### config.mk
export PLATFORM = sky130hd
export DESIGN_NAME = pipelined_csa_adder
export DESIGN_NICKNAME = d
export VERILOG_FILES = /design/src/rtl/pipelined_csa_adder.sv
export SDC_FILE = /design/constraint.sdc
export NUM_CORES = 1
export LEC_CHECK = 0
export CAP_MARGIN = 20
export CORE_UTILIZATION = 40
export CTS_BUF_LIST = sky130_fd_sc_hd__clkbuf_8
export CTS_CLUSTER_DIAMETER = 200
export CTS_CLUSTER_SIZE = 10
export DETAILED_ROUTE_END_ITERATION = 10
export PLACE_DENSITY = 0.72
export SLEW_MARGIN = 10
export SYNTH_ARGS = -nofsm -noshare
export SYNTH_HDL_FRONTEND = slang
export SYNTH_SLANG_ARGS = --single-unit
### constraint.sdc
create_clock -name clk -period 6.4 [get_ports clk]
set_clock_uncertainty 0.05 [all_clocks]
set_input_delay 1.28 -clock clk [delete_from_list [all_inputs] [get_ports clk]]
set_output_delay 1.28 -clock clk [all_outputs]
set_load 0.01 [all_outputs]
### src/rtl/pipelined_csa_adder.sv
// Parametrised, pipelined carry-select adder {c_out,sum} = a + b + c_in with valid/ready handshake.
// Build macro CSA_SELF_CHECK_EN adds a behavioural reference delay line and the err output.
module pipelined_csa_adder #(
    parameter int WIDTH  = 64,
    parameter int BLOCK  = 8,
    parameter int STAGES = 2
) (
    input  logic             clk,
    input  logic             rst,
    input  logic             in_valid,
    output logic             in_ready,
    input  logic [WIDTH-1:0] a,
    input  logic [WIDTH-1:0] b,
    input  logic             c_in,
    output logic             out_valid,
    input  logic             out_ready,
    output logic [WIDTH-1:0] sum,
    output logic             c_out
`ifdef CSA_SELF_CHECK_EN
    ,
    output logic             err
`endif
);

    localparam int NB       = WIDTH / BLOCK;
    localparam int STG_SAFE = (STAGES > 0) ? STAGES : 1;
    localparam int BASE     = NB / STG_SAFE;
    localparam int EXTRA    = NB % STG_SAFE;

    if (WIDTH % BLOCK != 0 || STAGES < 1 || STAGES > NB) begin : g_param_check
        $error("pipelined_csa_adder: illegal WIDTH/BLOCK/STAGES combination");
    end

    // First block index owned by stage s; the remainder blocks go to the lowest stages.
    function automatic int blk_lo(input int s);
        return s * BASE + ((s < EXTRA) ? s : EXTRA);
    endfunction

    logic [STAGES-1:0]            valid_q, valid_d;
    logic [STAGES-1:0]            carry_q, carry_d;
    logic [STAGES-1:0][WIDTH-1:0] a_q, a_d, b_q, b_d, sum_q, sum_d;

    // Index 0 is the input port, index s+1 is the register after stage s.
    logic [STAGES:0]              src_valid_s, src_carry_s;
    logic [STAGES:0][WIDTH-1:0]   src_a_s, src_b_s, src_sum_s;

    assign src_valid_s = {valid_q, in_valid};
    assign src_carry_s = {carry_q, c_in};
    assign src_a_s     = {a_q, a};
    assign src_b_s     = {b_q, b};
    assign src_sum_s   = {sum_q, {WIDTH{1'b0}}};

    assign out_valid = valid_q[STAGES-1];
    assign in_ready  = !out_valid || out_ready;
    assign sum       = sum_q[STAGES-1];
    assign c_out     = carry_q[STAGES-1];

    // Per-stage carry-select evaluation; a stage only reloads when its upstream holds valid data.
    always_comb begin : comb_stages
        logic [WIDTH-1:0] acc;
        logic             cy;
        logic [BLOCK:0]   r0, r1, sel;
        valid_d = valid_q;
        carry_d = carry_q;
        a_d     = a_q;
        b_d     = b_q;
        sum_d   = sum_q;
        acc     = {WIDTH{1'b0}};
        cy      = 1'b0;
        r0      = {(BLOCK+1){1'b0}};
        r1      = {(BLOCK+1){1'b0}};
        sel     = {(BLOCK+1){1'b0}};
        if (in_ready) begin
            for (int s = 0; s < STAGES; s++) begin
                valid_d[s] = src_valid_s[s];
                if (src_valid_s[s]) begin
                    acc = src_sum_s[s];
                    cy  = src_carry_s[s];
                    for (int k = 0; k < NB; k++) begin
                        if (k >= blk_lo(s) && k < blk_lo(s + 1)) begin
                            // Block 0 ripples c_in in; upper blocks precompute both carry-in cases.
                            r0 = {1'b0, src_a_s[s][k*BLOCK +: BLOCK]} + {1'b0, src_b_s[s][k*BLOCK +: BLOCK]}
                               + ((k == 0) ? {{BLOCK{1'b0}}, cy} : {(BLOCK+1){1'b0}});
                            r1 = {1'b0, src_a_s[s][k*BLOCK +: BLOCK]} + {1'b0, src_b_s[s][k*BLOCK +: BLOCK]}
                               + {{BLOCK{1'b0}}, 1'b1};
                            sel = (k == 0 || !cy) ? r0 : r1;
                            acc[k*BLOCK +: BLOCK] = sel[BLOCK-1:0];
                            cy  = sel[BLOCK];
                        end else begin
                        end
                    end
                    a_d[s]     = src_a_s[s];
                    b_d[s]     = src_b_s[s];
                    sum_d[s]   = acc;
                    carry_d[s] = cy;
                end else begin
                end
            end
        end else begin
        end
    end

    // Pipeline registers with global stall.
    always_ff @(posedge clk) begin
        if (rst) begin
            valid_q <= '0;
            carry_q <= '0;
            a_q     <= '0;
            b_q     <= '0;
            sum_q   <= '0;
        end else begin
            valid_q <= valid_d;
            carry_q <= carry_d;
            a_q     <= a_d;
            b_q     <= b_d;
            sum_q   <= sum_d;
        end
    end

`ifdef CSA_SELF_CHECK_EN
    logic [STAGES-1:0][WIDTH:0] ref_q, ref_d;
    logic [STAGES:0][WIDTH:0]   src_ref_s;
    logic [STAGES-1:0]          cin_q, cin_d;
    logic [STAGES:0]            src_cin_s;
    logic                       err_q, err_d;

    assign src_ref_s = {ref_q, {1'b0, a} + {1'b0, b} + {{WIDTH{1'b0}}, c_in}};
    assign src_cin_s = {cin_q, c_in};
    assign err       = err_q;

    // Reference delay line tracks the main pipeline; err is judged on the value entering the output stage.
    always_comb begin
        ref_d = ref_q;
        cin_d = cin_q;
        err_d = err_q;
        if (in_ready) begin
            for (int s = 0; s < STAGES; s++) begin
                if (src_valid_s[s]) begin
                    ref_d[s] = src_ref_s[s];
                    cin_d[s] = src_cin_s[s];
                end else begin
                end
            end
            err_d = src_valid_s[STAGES-1] && ({carry_d[STAGES-1], sum_d[STAGES-1]} != ref_d[STAGES-1]);
        end else begin
            err_d = err_q;
        end
    end

    // Reference and error registers.
    always_ff @(posedge clk) begin
        if (rst) begin
            ref_q <= '0;
            cin_q <= '0;
            err_q <= 1'b0;
        end else begin
            ref_q <= ref_d;
            cin_q <= cin_d;
            err_q <= err_d;
        end
    end

`ifndef SYNTHESIS
    // Report the offending operands while err is raised.
    always_ff @(posedge clk) begin
        if (err_q) begin
            $display("csa self-check error: a=%h b=%h c_in=%b", a_q[STAGES-1], b_q[STAGES-1], cin_q[STAGES-1]);
        end
    end
`endif
`endif

endmodule

==> results.txt, run 1 <==
- Of the post-synthesis cell area, the dominant cell type holds 33.28%.
* Per-instance average area after synthesis: ~8 um^2
- In this run the power spent charging and discharging nets is slightly below 0.8 mW.
* Reg-to-reg setup timing slack: 2560 ps
- Inserted Clock Buffers: 17
* Critical Path AT: 5190 ps
- The worst setup path is launched from a primary input.
- Required time of the worst setup path: 6730 ps
- Pre-CTS setup slack: 1084 ps
* Number of top-level pins: 200
* Count of hold-fix buffers inserted at cts: 0
* Remaining DRCs: 0
* Count of flip-flops with a built-in enable after synthesis: 0
- Hold Worst Slack: 398.7 ps
- Number of hold violations in the final report: 0
- Die height: ~160 um
- The number of antenna violations at the first check in global routing is 0.
* Routed WL: 23000 um
- The number of nets handed over by synthesis was roughly 1400.
- After detailed routing, the number of vias per cell comes to approximately 5.
* Share of the yosys chip area belonging to registers: 33.28%
- Count of standard-cell rows: 57
- Area of the die: 25290 um^2
- Asr flop ratio synth: 0%
- Worst path cell trace: clkdlybuf4s50_1 > inv_1 > fa_1 > inv_1 > fa_1 > a21o_1 > a21oi_1 > nor2b_1 > a221oi_2 > or4_4 > nor3_2 > nor3_2 > xor2_1 > buf_4 > or4b_1 > a311oi_1
* Number of gates resized after CTS: 0
- The floorplan step set the die width to 159.0 um.
- Placed cell count: 1634
- Before antenna repair, the detailed router went through 5 iterations.
- Clock buffer depth: 2
* Transition at the pin with the smallest max-transition slack: 965.7 ps
* Setup Viol. Count Final: 0
* Number of non-filler instances in the completed layout: 1667
* Synth area leaders: sky130_fd_sc_hd__dfxtp_1, sky130_fd_sc_hd__ha_1, sky130_fd_sc_hd__nand2_1
* End of the worst register-to-register path: sum[57]
- Unrepaired setup endpoints after global routing: no
- The finished cells cover 12010 um^2.
- Number of nets in the layout: 1542
- Based on the critical path, the design can be clocked at up to 205.8 MHz.
* GR Util All Layers: 18.21%
- Final core utilization: 49.55%
- Port buffering added 199 buffers.
- Source of the worst register-to-register timing path: a_q[40]
* Final Worst Setup Slack: 1541 ps
- In the synthesized netlist the dominant register cell turns out to be sky130_fd_sc_hd__dfxtp_1.
- Power per Cell Area: 211.2 nW/um^2
- Counting distinct cell types in the post-synthesis netlist gives 69.
- The first routing iteration left 374 violations.
- Per report_power, the clock group accounts for 30.5% of the total.
- Global-route wire length before repair: 37770 um
- Entering global routing, the biggest net connects a little under 90 pins.
- Average detailed-routed wire length per instance: 13.80 um
- In the synthesized netlist, the number of instances is around 1200.
- The critical path is of the in2reg type.
* Post-Synthesis Cell Area: 9864 um^2
- In this run the post-CTS setup repair buffer count came out at 0.
- The run finished with clean final reports.
- Max Cap Violations: 0
* Core Footprint: 24250 um^2
* Half-perimeter wire length of the detailed placement result: 16770 um
- Initial Utilization: 40.68%
- In this run the worst setup path terminates at src_sum_s[95].
- Summed over all cells, the static leakage comes to 4.697 nW.
- Yosys instantiated no cell more often than sky130_fd_sc_hd__nand2_1.
- CP max stage cell: sky130_fd_sc_hd__or4_4
- Compared with the post-synthesis result, the final layout area differs by 21.79%.
* Deepest level of the CTS H-tree: 4
* Cells on worst reg2reg path: 12
* Tcrit/Tclk final: 75.92%
- Total power for the finished layout comes to 2.537 mW.
- Skew-Pair Late Insertion Delay: 470 ps
- The internal portion of the total power is 1.755 mW.
- Sequential cells account for 44.5% of the total power.
- Vias in the first global route: 7805
* Max-slew violation total from the final report: 0
- The path class of the tightest hold or removal check is reg2reg.
- Adding up every negative setup slack in the final design gives 0 ps.
* Part of the total power dissipated in combinational logic: 25.0%
- The final route contains 8364 vias.
- Remaining antenna violation count: 0
- The largest single stage delay on the critical path is about 600 ps.
- IR analysis of the VDD net gives a maximum drop of 0.1320 mV.
- Routability-driven placement finished with a final weighted congestion of ~0.83.
* Buffer type at the clock tree root: sky130_fd_sc_hd__clkbuf_8
- For this run, the number of Yosys warnings is 0.
* Number of synthesized register bits: between 150 and 200
* Most numerous cell types in the synthesized netlist: sky130_fd_sc_hd__nand2_1, sky130_fd_sc_hd__dfxtp_1, sky130_fd_sc_hd__a21oi_1
* Clock period minus worst slack: 4859 ps
- Measured against its own limit, the worst slew margin works out to 35.62%.
- Critical path launch point: a[0]
- Total congestion overflow: 0
- Largest fanout on the critical path: 16
- Synth area leader: sky130_fd_sc_hd__dfxtp_1
- TritonCTS built the clock tree.
- Sw frac: 30.83%
* Fraction of final layout cells sized beyond drive strength 1: 4.765%
* Cell area after placement: ~12000 um^2
* Fill cell total of the finished layout: 2362
* Kind of end point of the critical path: flop
- The number of antenna diodes in the final layout is 0.
- Sink Count: 164
- Register clock-pin slew on the reported worst setup and hold paths: 90 ps
==> critical path, delay by kind of cell <==
| kind | cells | cell delay (ps) |
|---|---|---|
| buf+inv | 4 | 800 |
| compound gates | 4 | 600 |
| simple gates | 5 | 1700 |
| fa+ha+maj | 2 | 620 |
| xor+xnor | 1 | 170 |
==> flip-flops by register name, indices dropped and copies added, names as in the netlist <==
name / cells
carry_q: 2
b_q: 32
valid_q: 2
src_sum_s: 32
a_q: 32
sum: 64
==> power groups by stage <==
stage	combinational, mW	clock, mW	sequential [mW]
6_report	0.633	0.774	1.13
4_1_cts	0.636	0.800	1.13
2_1_floorplan	0.448	0	1.14
5_1_grt	0.707	0.837	1.14
3_3_place_gp	0.622	0	1.15
3_5_place_dp	0.633	0	1.15
==> logic make-up after synthesis <==
kind of cell / count (synthesis) / share of synthesized area [%]
buf+inv: 157 / 8.536
flops: 164 / 33.28
fa+ha+maj: 79 / 10.71
mux: 13 / 1.433
compound gates: 283 / 17.96
xor+xnor: 82 / 7.623
simple gates: 451 / 20.46
==> layer usage <==
layer | part of all wire (%) | GRT usage, % | up-vias | wire length, um
met5 | 0 | 0 | - | 0
met4 | 1.7 | 5.594 | 0 | 380
met3 | 3.1 | 2.917 | 26 | 704
met2 | 48 | 31.30 | 149 | 11150
met1 | 47 | 23.34 | 3822 | 10760
li1 | - | - | 4367 | -
==> placed cells by master, fill, tap and decap left out, types with 6 or more instances in the layout <==
cell type,synthesis,final
sky130_fd_sc_hd__nor4_1,7,7
sky130_fd_sc_hd__nor2b_1,6,6
sky130_fd_sc_hd__xor2_1,25,25
sky130_fd_sc_hd__nand3_1,23,23
sky130_fd_sc_hd__a21oi_1,144,144
sky130_fd_sc_hd__o21ai_0,16,16
sky130_fd_sc_hd__o21a_1,8,8
sky130_fd_sc_hd__a21o_1,24,24
sky130_fd_sc_hd__and3_1,7,7
sky130_fd_sc_hd__or3_1,10,10
sky130_fd_sc_hd__dfxtp_1,164,164
sky130_fd_sc_hd__nand2_1,233,231
sky130_fd_sc_hd__fa_1,9,9
sky130_fd_sc_hd__inv_1,34,35
sky130_fd_sc_hd__a311oi_1,8,8
sky130_fd_sc_hd__nand2b_1,7,7
sky130_fd_sc_hd__nor3_1,15,15
sky130_fd_sc_hd__mux2i_1,10,10
sky130_fd_sc_hd__clkbuf_8,0,18
sky130_fd_sc_hd__buf_4,65,6
sky130_fd_sc_hd__nand3b_1,6,6
sky130_fd_sc_hd__nor2_1,100,100
sky130_fd_sc_hd__ha_1,70,70
sky130_fd_sc_hd__nand4_1,8,8
sky130_fd_sc_hd__o21bai_1,10,10
sky130_fd_sc_hd__o21ai_1,6,6
sky130_fd_sc_hd__xnor2_1,54,54
sky130_fd_sc_hd__clkdlybuf4s50_1,0,198
sky130_fd_sc_hd__a211oi_1,35,35
==> cell type report <==
class / count / area (um^2) / share of cell area [%]
Inverter: 34 / 127.6 / 1.062
Timing Repair Buffer: 205 / 2047 / 17.04
Sequential cell: 164 / 3283 / 27.33
Clock inverter: 14 / 153.9 / 1.281
Tap cell: 324 / 405.4 / 3.374
Multi-Input combinational cell: 908 / 5749 / 47.85
Clock buffer: 18 / 247.7 / 2.062
==> worst min-delay path by stage <==
stage                             start  slack, ps  cells after the start  endpoint
after floorplan           src_sum_s[79]        380                      2   sum[15]
after global placement    src_sum_s[75]        390                      2   sum[11]
after detailed placement  src_sum_s[74]        390                      2   sum[10]
after CTS                 src_sum_s[72]        400                      2    sum[8]
after global routing      src_sum_s[74]        420                      2   sum[10]
final                     src_sum_s[72]        400                      2    sum[8]
Power figures use the tool's default switching activity.
==> run 2: changes to the inputs <==
--- a/config.mk
+++ b/config.mk
@@ -11,7 +11,7 @@
 export CTS_CLUSTER_DIAMETER = 200
 export CTS_CLUSTER_SIZE = 10
 export DETAILED_ROUTE_END_ITERATION = 10
-export PLACE_DENSITY = 0.72
+export PLACE_DENSITY = 0.74
 export SLEW_MARGIN = 10
 export SYNTH_ARGS = -nofsm -noshare
 export SYNTH_HDL_FRONTEND = slang
==> constraint.sdc (replaced) <==
create_clock -name clk -period 4.2 [get_ports clk]
set_clock_uncertainty 0.05 [all_clocks]
set_input_delay 0.84 -clock clk [delete_from_list [all_inputs] [get_ports clk]]
set_output_delay 0.84 -clock clk [all_outputs]
set_load 0.01 [all_outputs]
==> run 2 against run 1 <==
Compared with the run above: power rose by 56%; worst hold slack better by 3.5 ps; critical path depth fell by 1; die area did not move; sequential share of layout area decreased by 0.79 points; non-clock buffer count up 37; routed wire length shrank 0.58%; critical path type unchanged; largest cell class unchanged.
==> results.txt, run 2 (synthesis results as in run 1) <==
- The clock tree buffer depth came to 2 (unchanged).
- Broken down by cell family, the worst path's largest delay share belongs to simple AND/OR/NAND/NOR gates.
- The global-route wire length before repair is 38400 um (+1.7%).
- The count of max-cap constraint violations was 0 (unchanged).
* Net load switching power: 1.173 mW (+50%)
- The maximum fanout count along the critical path came to 7 (-9).
- The maximum ir drop on the vdd rail came to 0.1707 mV (+29%).
* Most common cell after layout, fill and taps aside: sky130_fd_sc_hd__nand2_1
* Vias in the first global route: 8269 (+5.9%)
* Number of DRC markers in iteration 0: 378 (+1.1%)
- Number of detailed-routing iterations run before antenna repair: 5 (unchanged)
* Setup TNS: 0 ps (unchanged)
- The leakage power summed over all cells came to 4.906 nW (+4.5%).
- The power density over the cells is 319.7 nW/um^2 (+51%).
- Clock group share of total power: 30.3% (-0.2 points)
- The switching portion of total power came to 29.66% (-1.2 points).
* Count of input and output buffers: 199 (unchanged)
* Antenna violations before repair: 0 (unchanged)
- Sequential group share of total power: 43.5% (-1.0 points)
- The routed length per placed instance was 13.42 um (-2.7%).
- Vias: 8544 (+2.2%)
- Part of the total power dissipated in combinational logic: 26.2% (+1.2 points)
* Internal Power: 2.782 mW (+58%)
* Count of standard-cell rows: 57 (unchanged)
* Max-slew violation total from the final report: 0 (unchanged)
- Required time of the worst setup path: 4500 ps (-2230 ps)
- CP max stage cell: sky130_fd_sc_hd__or4_4
* Transition at the pin with the smallest max-transition slack: 640.9 ps (-324.8 ps)
- The flow ran to the end, and the final reports show no timing, DRC or antenna violations.
- The overall track demand over capacity in global routing came to 18.29% (+0.080 points).
- Kind of end point of the critical path: flop
* Design Area, Final: 12370 um^2 (+3.0%)
* Maximum clock frequency: 244.8 MHz
- Sink Count: 164 (unchanged)
- Half-perimeter wire length of the detailed placement result: 17120 um (+2.1%)
- Final core utilization: 51.02% (+1.5 points)
- The H-tree depth reported by CTS was 4 (unchanged).
- Routed WL: 22870 um (-0.58%)
- Setup Viol. Count Final: 0 (unchanged)
- Fraction of final layout cells sized beyond drive strength 1: 8.043% (+3.3 points)
- The top cell types in the final layout, fill and taps aside, are sky130_fd_sc_hd__nand2_1, sky130_fd_sc_hd__clkdlybuf4s50_1, sky130_fd_sc_hd__dfxtp_1, sky130_fd_sc_hd__a21oi_1, sky130_fd_sc_hd__nor2_1.
* TritonCTS clock tree: done
- Cell with the most instances on the worst path: sky130_fd_sc_hd__buf_4
* Skew-Pair Late Insertion Delay: 440 ps (-30 ps)
- Placed cell count: 1668 (+2.1%)
- Number of non-filler instances in the completed layout: 1704 (+2.2%)
- Worst path cell trace: clkdlybuf4s50_1 > ha_2 > fa_2 > a21o_1 > a21oi_2 > xnor2_2 > nand2_1 > or4_4 > o21a_1 > nor3_2 > xor2_1 > buf_4 > buf_4 > or3_4 > a311oi_2
- Flip-flop count of the largest register, all copies and words added: 64 (unchanged)
* Die height: 159.0 um (unchanged)
- The final net count was 1579 (+2.4%).
- Remaining DRCs: 0 (unchanged)
- The final setup slack of the worst path came to 115.8 ps (-1425 ps).
- The number of clock buffers inserted by TritonCTS was 17 (unchanged).
- The width of the chip came to 159.0 um (unchanged).
* Total congestion overflow: 0 (unchanged)
- After layout, the worst path uses 97.24% of the clock period.
- Type of the most critical hold path: reg2reg
- Register clock-pin slew on the reported worst setup and hold paths: 90 ps (about the same)
- The ratio of routed vias to standard cells was 5.014 (about the same).
* Number of hold violations in the final report: 0 (unchanged)
- The register-to-register setup slack was 470 ps (-2090 ps).
- Category of the most critical setup path: in2reg
- Remaining antenna violation count: 0 (unchanged)
* Design Power: 3.955 mW (+56%)
* Crit path buf inv count: 3 (-1)
* Hold Worst Slack: 402.2 ps (+3.516 ps)
- Core Footprint: 24250 um^2 (unchanged)
- Clock period minus worst slack: 4084 ps
- The final weighted congestion in routability-driven placement is 0.8611 (+4.1%).
* Maximum number of pins on one net before global-route repair: 68 (-24%)
* Area of the die: 25290 um^2 (unchanged)
- Area growth from synthesis to layout: 25.41%
- Startpoint kind of the worst setup timing path: primary input
- Pre-CTS setup slack: -627.5 ps (-1711 ps)
* Number of top-level pins: 200 (unchanged)
- The headroom to the max-slew limit was 57.27% (+22 points).
- Cell area after placement: 11890 um^2 (+2.5%)
- The tree is rooted in a sky130_fd_sc_hd__clkbuf_8.
* Critical Path AT: 4390 ps (-800 ps)
- Stage delay of the slowest cell on the critical path: 570 ps (-30 ps)
- Initial Utilization: 40.68% (unchanged)
- The antenna diode instance count is 0 (unchanged).
==> run 2: cell count changes in the layout (fill, tap and decap cells not counted), moves of 2 or more <==
| cell | before | now |
|---|---|---|
| sky130_fd_sc_hd__a21oi_2 | 0 | 2 |
| sky130_fd_sc_hd__clkinvlp_4 | 4 | 2 |
| sky130_fd_sc_hd__fa_1 | 9 | 6 |
| sky130_fd_sc_hd__a21oi_1 | 144 | 142 |
| sky130_fd_sc_hd__buf_4 | 6 | 41 |
| sky130_fd_sc_hd__fa_2 | 0 | 3 |
| sky130_fd_sc_hd__buf_12 | 1 | 3 |
==> run 2: path summary, 6_finish.rpt <==
check                     start             to  depth (start not counted)
setup / recovery           a[8]  src_sum_s[94]                         15
hold / removal    src_sum_s[69]         sum[5]                          2
setup reg to reg        a_q[32]        sum[59]                         12
hold reg to reg   src_sum_s[69]         sum[5]                          2
==> run 2: area by class of cell <==
| class | count | area (um^2) |
|---|---|---|
| timing repair buffer | 242 | 2350 |
| fill | 2326 | 11880 |
| tap | 324 | 405.4 |
| clock inverter | 14 | 161.4 |
| sequential | 164 | 3283 |
| multi-input combinational | 908 | 5796 |
| inverter | 34 | 127.6 |
| clock buffer | 18 | 247.7 |
==> run 2: worst register-to-register path: cells and delay by family, from the launching register on <==
kind | cells | cell delay (ps)
and+or+nand+nor | 4 | 670
xor gates and xnor gates | 2 | 570
DFF | 1 | 320
adders and majority gates | 2 | 660
muxes | 2 | 740
AOI/OAI and AO/OA | 2 | 640
==> run 2: metal layers <==
| layer | track usage, % | vias to the layer above | part of all wire (%) |
|---|---|---|---|
| li1 | - | 4435 | - |
| met1 | 22.46 | 3941 | 46 |
| met2 | 32.18 | 140 | 49 |
| met3 | 2.475 | 28 | 2.8 |
| met4 | 7.386 | 0 | 2.4 |
| met5 | 0 | - | 0 |
==> run 2: repair_timing <==
action / CTS / global route
pin swaps: 2 / 10
gates resized for setup: 3 / 9
setup buffers: 0 / 4
endpoints found under the setup margin: 4 / 5
hold buffers: 0 / 0
==> run 2: power groups by stage <==
stage	clock network, mW	registers [mW]	logic [mW]
after floorplan	0	1.74	0.683
after detailed placement	0	1.76	1.02
final	1.20	1.72	1.04
after global routing	1.31	1.74	1.15
after global placement	0	1.75	1.00
after CTS	1.24	1.72	1.03
